File: src/rtl/riscv_soft_dmem_ctrl_if.sv
// Core-side and memory-side bundles for riscv_soft_dmem_ctrl.
// dc: core load/store request + completion; mem: word-wide single-outstanding bus.
interface riscv_soft_dmem_dc_if #(
    parameter int XPR_LEN = 32
);
    logic               d_cache_req_valid;
    logic               d_cache_req_ready;
    logic [1:0]         d_cache_req_op;
    logic [2:0]         d_cache_req_op_type;
    logic [XPR_LEN-1:0] d_cache_req_addr;
    logic [XPR_LEN-1:0] d_cache_req_data;
    logic               d_cache_resp_valid;
    logic [XPR_LEN-1:0] d_cache_resp_data;
    logic               d_cache_resp_error;

    modport master (
        output d_cache_req_valid,
        output d_cache_req_op,
        output d_cache_req_op_type,
        output d_cache_req_addr,
        output d_cache_req_data,
        input  d_cache_req_ready,
        input  d_cache_resp_valid,
        input  d_cache_resp_data,
        input  d_cache_resp_error
    );

    modport slave (
        input  d_cache_req_valid,
        input  d_cache_req_op,
        input  d_cache_req_op_type,
        input  d_cache_req_addr,
        input  d_cache_req_data,
        output d_cache_req_ready,
        output d_cache_resp_valid,
        output d_cache_resp_data,
        output d_cache_resp_error
    );
endinterface

interface riscv_soft_dmem_mem_if #(
    parameter int XPR_LEN = 32
);
    logic               mem_req_valid;
    logic               mem_req_ready;
    logic               mem_req_we;
    logic [XPR_LEN-1:0] mem_req_addr;
    logic [3:0]         mem_req_wmask;
    logic [XPR_LEN-1:0] mem_req_wdata;
    logic               mem_resp_valid;
    logic [XPR_LEN-1:0] mem_resp_data;

    modport master (
        output mem_req_valid,
        output mem_req_we,
        output mem_req_addr,
        output mem_req_wmask,
        output mem_req_wdata,
        input  mem_req_ready,
        input  mem_resp_valid,
        input  mem_resp_data
    );

    modport slave (
        input  mem_req_valid,
        input  mem_req_we,
        input  mem_req_addr,
        input  mem_req_wmask,
        input  mem_req_wdata,
        output mem_req_ready,
        output mem_resp_valid,
        output mem_resp_data
    );
endinterface

File: src/rtl/riscv_soft_dmem_ctrl.sv
// Data-memory controller: one load/store at a time from the core onto a word bus.
// Ports: clk, reset (async active-low), dc (core side, slave), mem (memory side, master).
module riscv_soft_dmem_ctrl #(
    parameter int XPR_LEN = 32
) (
    input  logic                  clk,
    input  logic                  reset,
    riscv_soft_dmem_dc_if.slave   dc,
    riscv_soft_dmem_mem_if.master mem
);
    typedef enum logic [1:0] {
        S_IDLE,
        S_MEM_REQ,
        S_MEM_WAIT,
        S_RESP
    } state_e;

    localparam logic [1:0] OP_LD = 2'b01;
    localparam logic [1:0] OP_ST = 2'b10;

    state_e             state_q, state_d;
    logic [2:0]         f3_q, f3_d;
    logic [1:0]         off_q, off_d;
    logic               resp_valid_q, resp_valid_d;
    logic               resp_err_q, resp_err_d;
    logic [XPR_LEN-1:0] resp_data_q, resp_data_d;
    logic               mreq_valid_q, mreq_valid_d;
    logic               mreq_we_q, mreq_we_d;
    logic [XPR_LEN-1:0] mreq_addr_q, mreq_addr_d;
    logic [3:0]         mreq_wmask_q, mreq_wmask_d;
    logic [XPR_LEN-1:0] mreq_wdata_q, mreq_wdata_d;

    logic               is_ld;
    logic               is_st;
    logic               legal;
    logic               misal;
    logic [3:0]         st_wmask;
    logic [XPR_LEN-1:0] st_wdata;
    logic [XPR_LEN-1:0] ld_shift;
    logic [XPR_LEN-1:0] ld_ext;

    // Request decode: legality, alignment and store lane placement.
    always_comb begin
        is_ld = (dc.d_cache_req_op == OP_LD);
        is_st = (dc.d_cache_req_op == OP_ST);

        legal = 1'b0;
        unique case (dc.d_cache_req_op_type)
            3'b000, 3'b001, 3'b010: legal = is_ld | is_st;
            3'b100, 3'b101:         legal = is_ld;
            default:                legal = 1'b0;
        endcase

        misal = 1'b0;
        unique case (dc.d_cache_req_op_type[1:0])
            2'b01:   misal = dc.d_cache_req_addr[0];
            2'b10:   misal = |dc.d_cache_req_addr[1:0];
            default: misal = 1'b0;
        endcase

        st_wmask = 4'b1111;
        st_wdata = dc.d_cache_req_data;
        unique case (dc.d_cache_req_op_type[1:0])
            2'b00: begin
                st_wmask = 4'b0001 << dc.d_cache_req_addr[1:0];
                st_wdata = {4{dc.d_cache_req_data[7:0]}};
            end
            2'b01: begin
                st_wmask = 4'b0011 << dc.d_cache_req_addr[1:0];
                st_wdata = {2{dc.d_cache_req_data[15:0]}};
            end
            default: begin
                st_wmask = 4'b1111;
                st_wdata = dc.d_cache_req_data;
            end
        endcase
    end

    // Load path: bring the addressed lane down to bit 0, then extend.
    always_comb begin
        ld_shift = mem.mem_resp_data >> {off_q, 3'b000};
        ld_ext   = ld_shift;
        unique case (f3_q)
            3'b000:  ld_ext = {{(XPR_LEN-8){ld_shift[7]}}, ld_shift[7:0]};
            3'b001:  ld_ext = {{(XPR_LEN-16){ld_shift[15]}}, ld_shift[15:0]};
            3'b100:  ld_ext = {{(XPR_LEN-8){1'b0}}, ld_shift[7:0]};
            3'b101:  ld_ext = {{(XPR_LEN-16){1'b0}}, ld_shift[15:0]};
            default: ld_ext = ld_shift;
        endcase
    end

    always_comb begin
        state_d      = state_q;
        f3_d         = f3_q;
        off_d        = off_q;
        resp_valid_d = 1'b0;
        resp_err_d   = resp_err_q;
        resp_data_d  = resp_data_q;
        mreq_valid_d = mreq_valid_q;
        mreq_we_d    = mreq_we_q;
        mreq_addr_d  = mreq_addr_q;
        mreq_wmask_d = mreq_wmask_q;
        mreq_wdata_d = mreq_wdata_q;

        unique case (state_q)
            S_IDLE: begin
                if (dc.d_cache_req_valid && (is_ld || is_st)) begin
                    f3_d  = dc.d_cache_req_op_type;
                    off_d = dc.d_cache_req_addr[1:0];
                    if (!legal || misal) begin
                        // Rejected without touching the bus.
                        state_d      = S_RESP;
                        resp_valid_d = 1'b1;
                        resp_err_d   = 1'b1;
                        resp_data_d  = '0;
                    end else begin
                        state_d      = S_MEM_REQ;
                        mreq_valid_d = 1'b1;
                        mreq_we_d    = is_st;
                        mreq_addr_d  = {dc.d_cache_req_addr[XPR_LEN-1:2], 2'b00};
                        mreq_wmask_d = is_st ? st_wmask : 4'b0000;
                        mreq_wdata_d = is_st ? st_wdata : '0;
                    end
                end
            end
            S_MEM_REQ: begin
                if (mem.mem_req_ready) begin
                    state_d      = S_MEM_WAIT;
                    mreq_valid_d = 1'b0;
                end
            end
            S_MEM_WAIT: begin
                if (mem.mem_resp_valid) begin
                    state_d      = S_RESP;
                    resp_valid_d = 1'b1;
                    resp_err_d   = 1'b0;
                    resp_data_d  = mreq_we_q ? '0 : ld_ext;
                end
            end
            S_RESP: begin
                state_d     = S_IDLE;
                resp_err_d  = 1'b0;
                resp_data_d = '0;
            end
            default: begin
                state_d = S_IDLE;
            end
        endcase
    end

    always_ff @(posedge clk or negedge reset) begin
        if (!reset) begin
            state_q      <= S_IDLE;
            f3_q         <= 3'b000;
            off_q        <= 2'b00;
            resp_valid_q <= 1'b0;
            resp_err_q   <= 1'b0;
            resp_data_q  <= '0;
            mreq_valid_q <= 1'b0;
            mreq_we_q    <= 1'b0;
            mreq_addr_q  <= '0;
            mreq_wmask_q <= 4'b0000;
            mreq_wdata_q <= '0;
        end else begin
            state_q      <= state_d;
            f3_q         <= f3_d;
            off_q        <= off_d;
            resp_valid_q <= resp_valid_d;
            resp_err_q   <= resp_err_d;
            resp_data_q  <= resp_data_d;
            mreq_valid_q <= mreq_valid_d;
            mreq_we_q    <= mreq_we_d;
            mreq_addr_q  <= mreq_addr_d;
            mreq_wmask_q <= mreq_wmask_d;
            mreq_wdata_q <= mreq_wdata_d;
        end
    end

    assign dc.d_cache_req_ready  = (state_q == S_IDLE);
    assign dc.d_cache_resp_valid = resp_valid_q;
    assign dc.d_cache_resp_error = resp_err_q;
    assign dc.d_cache_resp_data  = resp_data_q;
    assign mem.mem_req_valid     = mreq_valid_q;
    assign mem.mem_req_we        = mreq_we_q;
    assign mem.mem_req_addr      = mreq_addr_q;
    assign mem.mem_req_wmask     = mreq_wmask_q;
    assign mem.mem_req_wdata     = mreq_wdata_q;
endmodule
File: src/flat_wrapper.sv
// flat-port wrapper written by rule: the top's interface ports become plain ports
module riscv_soft_dmem_ctrl_flat 
#(
    parameter int XPR_LEN = 32
)
  (clk, reset, dc_d_cache_req_valid, dc_d_cache_req_op, dc_d_cache_req_op_type, dc_d_cache_req_addr, dc_d_cache_req_data, dc_d_cache_req_ready, dc_d_cache_resp_valid, dc_d_cache_resp_data, dc_d_cache_resp_error, mem_mem_req_valid, mem_mem_req_we, mem_mem_req_addr, mem_mem_req_wmask, mem_mem_req_wdata, mem_mem_req_ready, mem_mem_resp_valid, mem_mem_resp_data);
  riscv_soft_dmem_dc_if #(.XPR_LEN(XPR_LEN)) dc_i ();
  riscv_soft_dmem_mem_if #(.XPR_LEN(XPR_LEN)) mem_i ();
  input  logic clk;
  input  logic reset;
  input wire logic [$bits(dc_i.d_cache_req_valid)-1:0] dc_d_cache_req_valid;
  input wire logic [$bits(dc_i.d_cache_req_op)-1:0] dc_d_cache_req_op;
  input wire logic [$bits(dc_i.d_cache_req_op_type)-1:0] dc_d_cache_req_op_type;
  input wire logic [$bits(dc_i.d_cache_req_addr)-1:0] dc_d_cache_req_addr;
  input wire logic [$bits(dc_i.d_cache_req_data)-1:0] dc_d_cache_req_data;
  output wire logic [$bits(dc_i.d_cache_req_ready)-1:0] dc_d_cache_req_ready;
  output wire logic [$bits(dc_i.d_cache_resp_valid)-1:0] dc_d_cache_resp_valid;
  output wire logic [$bits(dc_i.d_cache_resp_data)-1:0] dc_d_cache_resp_data;
  output wire logic [$bits(dc_i.d_cache_resp_error)-1:0] dc_d_cache_resp_error;
  output wire logic [$bits(mem_i.mem_req_valid)-1:0] mem_mem_req_valid;
  output wire logic [$bits(mem_i.mem_req_we)-1:0] mem_mem_req_we;
  output wire logic [$bits(mem_i.mem_req_addr)-1:0] mem_mem_req_addr;
  output wire logic [$bits(mem_i.mem_req_wmask)-1:0] mem_mem_req_wmask;
  output wire logic [$bits(mem_i.mem_req_wdata)-1:0] mem_mem_req_wdata;
  input wire logic [$bits(mem_i.mem_req_ready)-1:0] mem_mem_req_ready;
  input wire logic [$bits(mem_i.mem_resp_valid)-1:0] mem_mem_resp_valid;
  input wire logic [$bits(mem_i.mem_resp_data)-1:0] mem_mem_resp_data;
  assign dc_i.d_cache_req_valid = dc_d_cache_req_valid;
  assign dc_i.d_cache_req_op = dc_d_cache_req_op;
  assign dc_i.d_cache_req_op_type = dc_d_cache_req_op_type;
  assign dc_i.d_cache_req_addr = dc_d_cache_req_addr;
  assign dc_i.d_cache_req_data = dc_d_cache_req_data;
  assign dc_d_cache_req_ready = dc_i.d_cache_req_ready;
  assign dc_d_cache_resp_valid = dc_i.d_cache_resp_valid;
  assign dc_d_cache_resp_data = dc_i.d_cache_resp_data;
  assign dc_d_cache_resp_error = dc_i.d_cache_resp_error;
  assign mem_mem_req_valid = mem_i.mem_req_valid;
  assign mem_mem_req_we = mem_i.mem_req_we;
  assign mem_mem_req_addr = mem_i.mem_req_addr;
  assign mem_mem_req_wmask = mem_i.mem_req_wmask;
  assign mem_mem_req_wdata = mem_i.mem_req_wdata;
  assign mem_i.mem_req_ready = mem_mem_req_ready;
  assign mem_i.mem_resp_valid = mem_mem_resp_valid;
  assign mem_i.mem_resp_data = mem_mem_resp_data;
  riscv_soft_dmem_ctrl #(.XPR_LEN(XPR_LEN)) u_core (.clk(clk), .reset(reset), .dc(dc_i), .mem(mem_i));
endmodule
File: config.mk
export PLATFORM = sky130hd
export DESIGN_NAME = riscv_soft_dmem_ctrl_flat
export DESIGN_NICKNAME = d
export VERILOG_FILES = /design/src/rtl/riscv_soft_dmem_ctrl_if.sv /design/src/rtl/riscv_soft_dmem_ctrl.sv /design/src/flat_wrapper.sv
export SDC_FILE = /design/constraint.sdc
export NUM_CORES = 1
export LEC_CHECK = 0
export ABC_AREA = 0
export BUFFER_PORTS_ARGS = -buffer_cell sky130_fd_sc_hd__buf_4
export CAP_MARGIN = 20
export CORE_AREA = 2 2 120 122
export DETAILED_ROUTE_END_ITERATION = 8
export DIE_AREA = 0 0 122 124
export PLACE_DENSITY_LB_ADDON = 0.08
export SLEW_MARGIN = 20
export SYNTH_ARGS = -nofsm -noshare
export SYNTH_HDL_FRONTEND = slang
export SYNTH_SLANG_ARGS = --single-unit
File: constraint.sdc
create_clock -name clk -period 5.2 [get_ports clk]
set_input_delay 0.52 -clock clk [delete_from_list [all_inputs] [get_ports clk]]
set_output_delay 0.52 -clock clk [all_outputs]
set_load 0.1 [all_outputs]
Yosys cells after proc, flatten, opt, wreduce, memory -nomap -nowiden
Index checks and enable logic that the tools add are counted.
Cells by class
  equality and inequality tests: 19
  shift-type cells: 3
  mux-type cells: 29
  bitwise gates (word level): 2
  reductions and logical operators: 18
Operator list (number)
  2-to-1 mux 32 bit: 5
  one-hot mux 32 bit (4 select lines): 1
  one-hot mux 32 bit (3 select lines): 1
  one-hot mux 32 bit (2 select lines): 1
  >> shifter 32 x 5 -> 32 bit: 1
  equality test 3 bit (second input constant): 4
  2-to-1 mux 1 bit: 9
  equality test 2 bit (second input constant): 4
  2-to-1 mux 2 bit: 4
  one-hot mux 1 bit (2 select lines): 4
  one-hot mux 2 bit (4 select lines): 1
  one-hot mux 4 bit (2 select lines): 1
  AND reduction 4 bit: 2
  equality test 2 x 1 -> 1 bit (second input constant): 3
  equality test 3 x 1 -> 1 bit (second input constant): 2
  zero test 3 bit: 2
  != test 2 bit (second input constant): 3
  AND reduction 3 bit: 2
  zero test 2 bit: 2
  2-to-1 mux 4 bit: 1
  != test 2 x 1 -> 1 bit (second input constant): 2
  OR reduction 2 bit: 2
  << shifter 1 x 2 -> 4 bit (first input constant): 1
  << shifter 2 x 2 -> 4 bit (first input constant): 1
  other kinds (11): 12
Storage, ports and cells
  flip-flop bits (word level): 109
  output and inout bits: 105
  logic and storage cells: 82

Depth between registers and ports, before layout
  depth in word-level cells: 8
  depth in mapped cells: 11
  mapped depth without buffers: 7

Worst setup path before layout
OpenSTA, ideal clock, no wires.
  path kind: register to register
  start point: register u_core.state_q[0]
  end point: register u_core.mreq_addr_q[23], in the netlist u_core.mem.mem_req_addr[23]
  library setup time: 125 ps
  arrival time: 2850 ps
  required time: 5075 ps
  path slack: 2225 ps
  stages on the path, launching flop included: 11
  buffers on the path: 4
  cell sequence: dfrtp_1 inv_1 ha_1 inv_2 or2_0 buf_2 or3_1 buf_2 buf_6 buf_6 mux2_4
On the way
  longest elaborated chain between the ends: 2
RTL lines
  start: declaration: line riscv_soft_dmem_ctrl.sv:21  | state_e state_q, state_d;
  start signal: assignment: line riscv_soft_dmem_ctrl.sv:165  | state_q <= state_d;
  zero test 2 bit
  via dc_d_cache_req_ready: line flat_wrapper.sv:16  | output wire logic [$bits(dc_i.d_cache_req_ready)-1:0] dc_d_cache_req_ready;
  AND reduction 3 bit (no source line)
  end signal: assignment: line riscv_soft_dmem_ctrl.sv:173  | mreq_addr_q <= mreq_addr_d;
  end: declaration: line riscv_soft_dmem_ctrl.sv:29  | logic [XPR_LEN-1:0] mreq_addr_q, mreq_addr_d;
The timed path passes the listed nets, and every way through them passes these cells.
A chain may end at the register's enable or synchronous reset.

Final worst setup path
  start point: input dc_d_cache_req_op_type[1]
  end point: register u_core.mreq_wmask_q[1], in the netlist u_core.mem.mem_req_wmask[1]
On the way
  longest elaborated chain between the ends: 7
  elaborated cells on any way between the ends: 18
  those cells by class: eq/ne (6); mux (4); bitwise (1); reduce/logical (7)
RTL lines
  start: declaration: line flat_wrapper.sv:13  | input wire logic [$bits(dc_i.d_cache_req_op_type)-1:0] dc_d_cache_req_op_type;
  equality test 3 x 1 -> 1 bit (tied with other cells): line riscv_soft_dmem_ctrl.sv:48  | unique case (dc.d_cache_req_op_type)
  OR reduction 3 bit / OR reduction 2 bit (equally long branches): line riscv_soft_dmem_ctrl.sv:48
  one-hot mux 1 bit (2 select lines): line riscv_soft_dmem_ctrl.sv:48
  zero test 1 bit: line riscv_soft_dmem_ctrl.sv:110  | if (!legal || misal) begin
  logical OR 1 bit: line riscv_soft_dmem_ctrl.sv:110
  NOT 1 bit (no source line)
  AND reduction 3 bit (no source line)
  end signal: assignment: line riscv_soft_dmem_ctrl.sv:174  | mreq_wmask_q <= mreq_wmask_d;
  end: declaration: line riscv_soft_dmem_ctrl.sv:30  | logic [3:0] mreq_wmask_q, mreq_wmask_d;
Parallel ways exist; a longest one is shown, timed or not.

==> impl_metrics.py <==
metrics = {
    "clock_network": {
        "cts_buffer_depth": 2,
        "root_buffer": "clkbuf_16",
        "clk-insertion-delay-late_ps": 350,
        "cts_tree": "yes",
        "postCtsSetupBuffers": 0,
        "numCtsBuffers": 9,
        "holdBufCountCts": 0,
        "cts_sinks": 109,
        "cts-resized-gates": 0,
        "ctsHtreeMaxLevel": 3,
        "clk_pin_slew_ps": 70,
    },
    "logic_synthesis": {
        "ys_seq_area_share_pct": 50.4,
        "synthCells": 546,
        "netlist_area_um2": 5410,
        "synth.avg_cell_area_um2": 9.90,
        "synth_area_leaders": "dfrtp_1 50%, nand2_1 8.2%, o31ai_1 6.0%",
        "yosysTopAreaCell": "dfrtp_1",
        "ys.warnings.count": 0,
        "yosys.area.top_type_share_pct": 50.4,
        "ys_ff_latch": 109,
        "synth_cell_type_count": 37,
    },
    "place": {
        "dpl.cell_count": 896,
        "port_buffers": 208,
        "dpl_cell_area_um2": 7040,
        "place_congestion": 0.832,
        "dpl.hpwl_um": 10800,
    },
    "setup_path": {
        "crit_arrival_ps": 3310,
        "endpoint_kind": "flop",
        "r2r_cells": 7,
        "startpoint_type": "primary input",
        "r2r_slack_ps": 2320,
        "required_ps": 5420,
        "cp_max_fo": 68,
        "critPathKind": "primary input to flop",
        "r2r-end": "u_core.mem.mem_req_wmask[1]$_DFFE_PN0P_",
        "reg2reg_from": "u_core.state_q[0]$_DFFE_PN0P_",
    },
    "global_routing": {
        "grt_overflow": 0,
        "grt_antenna_before_repair": 0,
        "grt_pass1_wl_um": 23300,
        "grtUsageTotal_pct": 19.9,
        "grt_max_degree": 71,
        "grt_pass1_vias": 4492,
    },
    "floorplanning": {
        "start_util_pct": 39.4,
        "fp.dieH_um": 124,
        "fp.dieW_um": 122,
        "core_um2": 13700,
        "pin_count": 211,
        "num_rows": 43,
        "die-area_um2": 15100,
    },
    "finish": {
        "stdcell_area_um2": 7350,
        "seqCellArea_um2": 2730,
        "nets": 842,
        "fill_cells": 1290,
        "antennaDiodeCount": 0,
        "multi_input_area_um2": 2440,
        "final_cells": 912,
        "area.growth.synth_to_final_pct": 35.9,
        "drive_gt1_share_pct": 36.9,
    },
    "power_and_ir_drop": {
        "total_power_mw": 5.33,
        "ir_drop_uv": 276,
        "power.density_nw_per_um2": 725,
        "p_leak_nw": 3.68,
    },
    "sta": {
        "final.setup.tns_ps": 0,
        "hold_viol_final": 0,
        "worst_pin_slew_ps": 1060,
        "setup_violations": 0,
        "rsz0062_at_grt": "false",
        "whs_ps": 276,
        "fin_crit_sh_pct": 59.4,
        "worst_clock_skew_ps": 4.75,
        "fmax_mhz": 324,
        "slew_viol_final": 0,
        "fin_crit_ps": 3090,
        "slew_headroom_pct": 29.1,
    },
    "drt": {
        "drc_errors": 0,
        "drtAntennaViolNets": 0,
        "totalWireLength_um": 14900,
        "drt_iter0_drc": 300,
        "wl_per_cell_um": 16.3,
        "drt_pass1_iterations": 4,
        "avgViaCountPerCell": 5.11,
        "num_vias": 4661,
    },
    "job": {
        "maxCapViolations": 0,
    },
    "min_path": {
        "min_path_type": "primary input to asynchronous set/reset pin",
    },
    "status": {
        "status": "finished clean",
    },
}
## cell usage in the layout (no fill, tap or decap), types with 2 or more instances in the layout
cell type	instances
a22o_1	8
inv_1	8
buf_4	214
mux2i_1	17
dfrtp_1	109
mux2_2	26
o31ai_1	42
a21oi_1	11
nor2_1	25
ha_1	9
o21ai_0	48
or2_2	3
a211oi_1	9
conb_1	2
nor2b_1	10
nand2_1	118
clkbuf_16	9
a2111oi_0	7
a21o_1	8
nor3_1	4
nand2b_1	2
clkbuf_8	2
o21a_1	8
clkinvlp_4	2
a21boi_0	9
mux2_4	8
## worst max path at each step
stage | startpoint | endpoint | slack, ps | depth (start not counted)
global route | dc_d_cache_req_op_type[1] | u_core.mem.mem_req_wdata[13]$_DFFE_PN0P_ | 1870 | 9
finish | dc_d_cache_req_op_type[1] | u_core.mem.mem_req_wmask[1]$_DFFE_PN0P_ | 2110 | 8
floorplan | u_core.state_q[0]$_DFFE_PN0P_ | u_core.mem.mem_req_addr[23]$_DFFE_PN0P_ | 2220 | 10
detailed placement | dc_d_cache_req_op_type[1] | u_core.mem.mem_req_wdata[22]$_DFFE_PN0P_ | 1710 | 8
global placement | dc_d_cache_req_op_type[1] | u_core.mem.mem_req_wmask[0]$_DFFE_PN0P_ | 1880 | 8
CTS | dc_d_cache_req_op_type[1] | u_core.mem.mem_req_wmask[1]$_DFFE_PN0P_ | 2080 | 8
## registers in the layout (all words and copies together) (netlist names)
| name | cells |
|---|---|
| u_core.dc.d_cache_resp_data | 32 |
| u_core.mem.mem_req_wdata | 32 |
| u_core.mem.mem_req_addr | 30 |
| u_core.mem.mem_req_wmask | 4 |
| u_core.f3_q | 3 |
| u_core.off_q | 2 |
| u_core.state_q | 2 |
| u_core.dc.d_cache_resp_error | 1 |
| u_core.dc.d_cache_resp_valid | 1 |
| u_core.mem.mem_req_valid | 1 |
| u_core.mem.mem_req_we | 1 |
## metrics by stage
stage | worst slack [ps] | util (%)
2_1_floorplan | 2220 | -
3_3_place_gp | 1880 | 51.3
3_5_place_dp | 1710 | 51.3
4_1_cts | 2080 | 53.6
5_1_grt | 1870 | 53.6
6_report | 2110 | 53.6
## synth_stat cells
cell / n
clkbuf_1: 24
a211oi_1: 9
nor2_1: 25
buf_4: 3
nand3b_1: 1
a221oi_1: 1
o22ai_1: 1
nand3_1: 1
mux2_4: 8
a22o_1: 8
or2_2: 3
a21boi_0: 9
buf_2: 12
buf_1: 2
nand2_1: 118
nand2b_1: 2
o2bb2ai_1: 1
a21oi_1: 11
ha_1: 9
inv_1: 8
o21ai_0: 48
o31ai_1: 43
dfrtp_1: 109
inv_2: 1
or3_1: 1
nor2b_1: 10
a21o_1: 8
o211ai_1: 1
nor3_1: 4
mux2i_1: 17
conb_1: 1
or2_0: 1
o32a_1: 1
buf_6: 4
a2111oi_0: 7
o21a_1: 8
mux2_2: 26
## power by group
group	total, mW	internal (mW)	switching, mW
Clock	0.713	0.400	0.313
Sequential	1.29	1.12	0.175
Combinational	3.32	0.767	2.56
## cells by family (layout without fill, tap and decap cells)
family	after synthesis	in the layout	share of synthesized area [%]
and+or+nand+nor	166	166	12.5
AOI/OAI and AO/OA	156	156	19.3
muxes	51	51	10.8
adders and majority gates	9	9	2.08
other	1	2	0.0693
DFF	109	109	50.4
buffers and inverters	54	239	4.79
## worst max-delay path, stage by stage
cell and delay, ps:
buf_4 110, inv_1 90, ha_1 510, o21ai_0 130, a21boi_0 580, or3_4 760, buf_4 430, o21ai_0 160
## routing by layer
layer | part of all wire (%) | vias up | global-route usage [%] | wire length (um)
met4 | 1.9 | 0 | 7.76 | 282
li1 | - | 2265 | - | -
met2 | 47 | 153 | 32.6 | 7080
met1 | 43 | 2227 | 25.4 | 6480
met3 | 7.1 | 16 | 4.99 | 1060
met5 | 0 | - | 0 | 0
## final cells by class
cell class / count / share of cell area (%)
clock inverters: 5 / 0.800
inverters: 9 / 0.460
multi-input cells: 384 / 33.3
well taps: 180 / 3.06
repair buffers: 214 / 21.9
clock buffers: 11 / 3.44
flip-flops and latches: 109 / 37.1
Note: power is estimated with default switching activity, not from simulation.
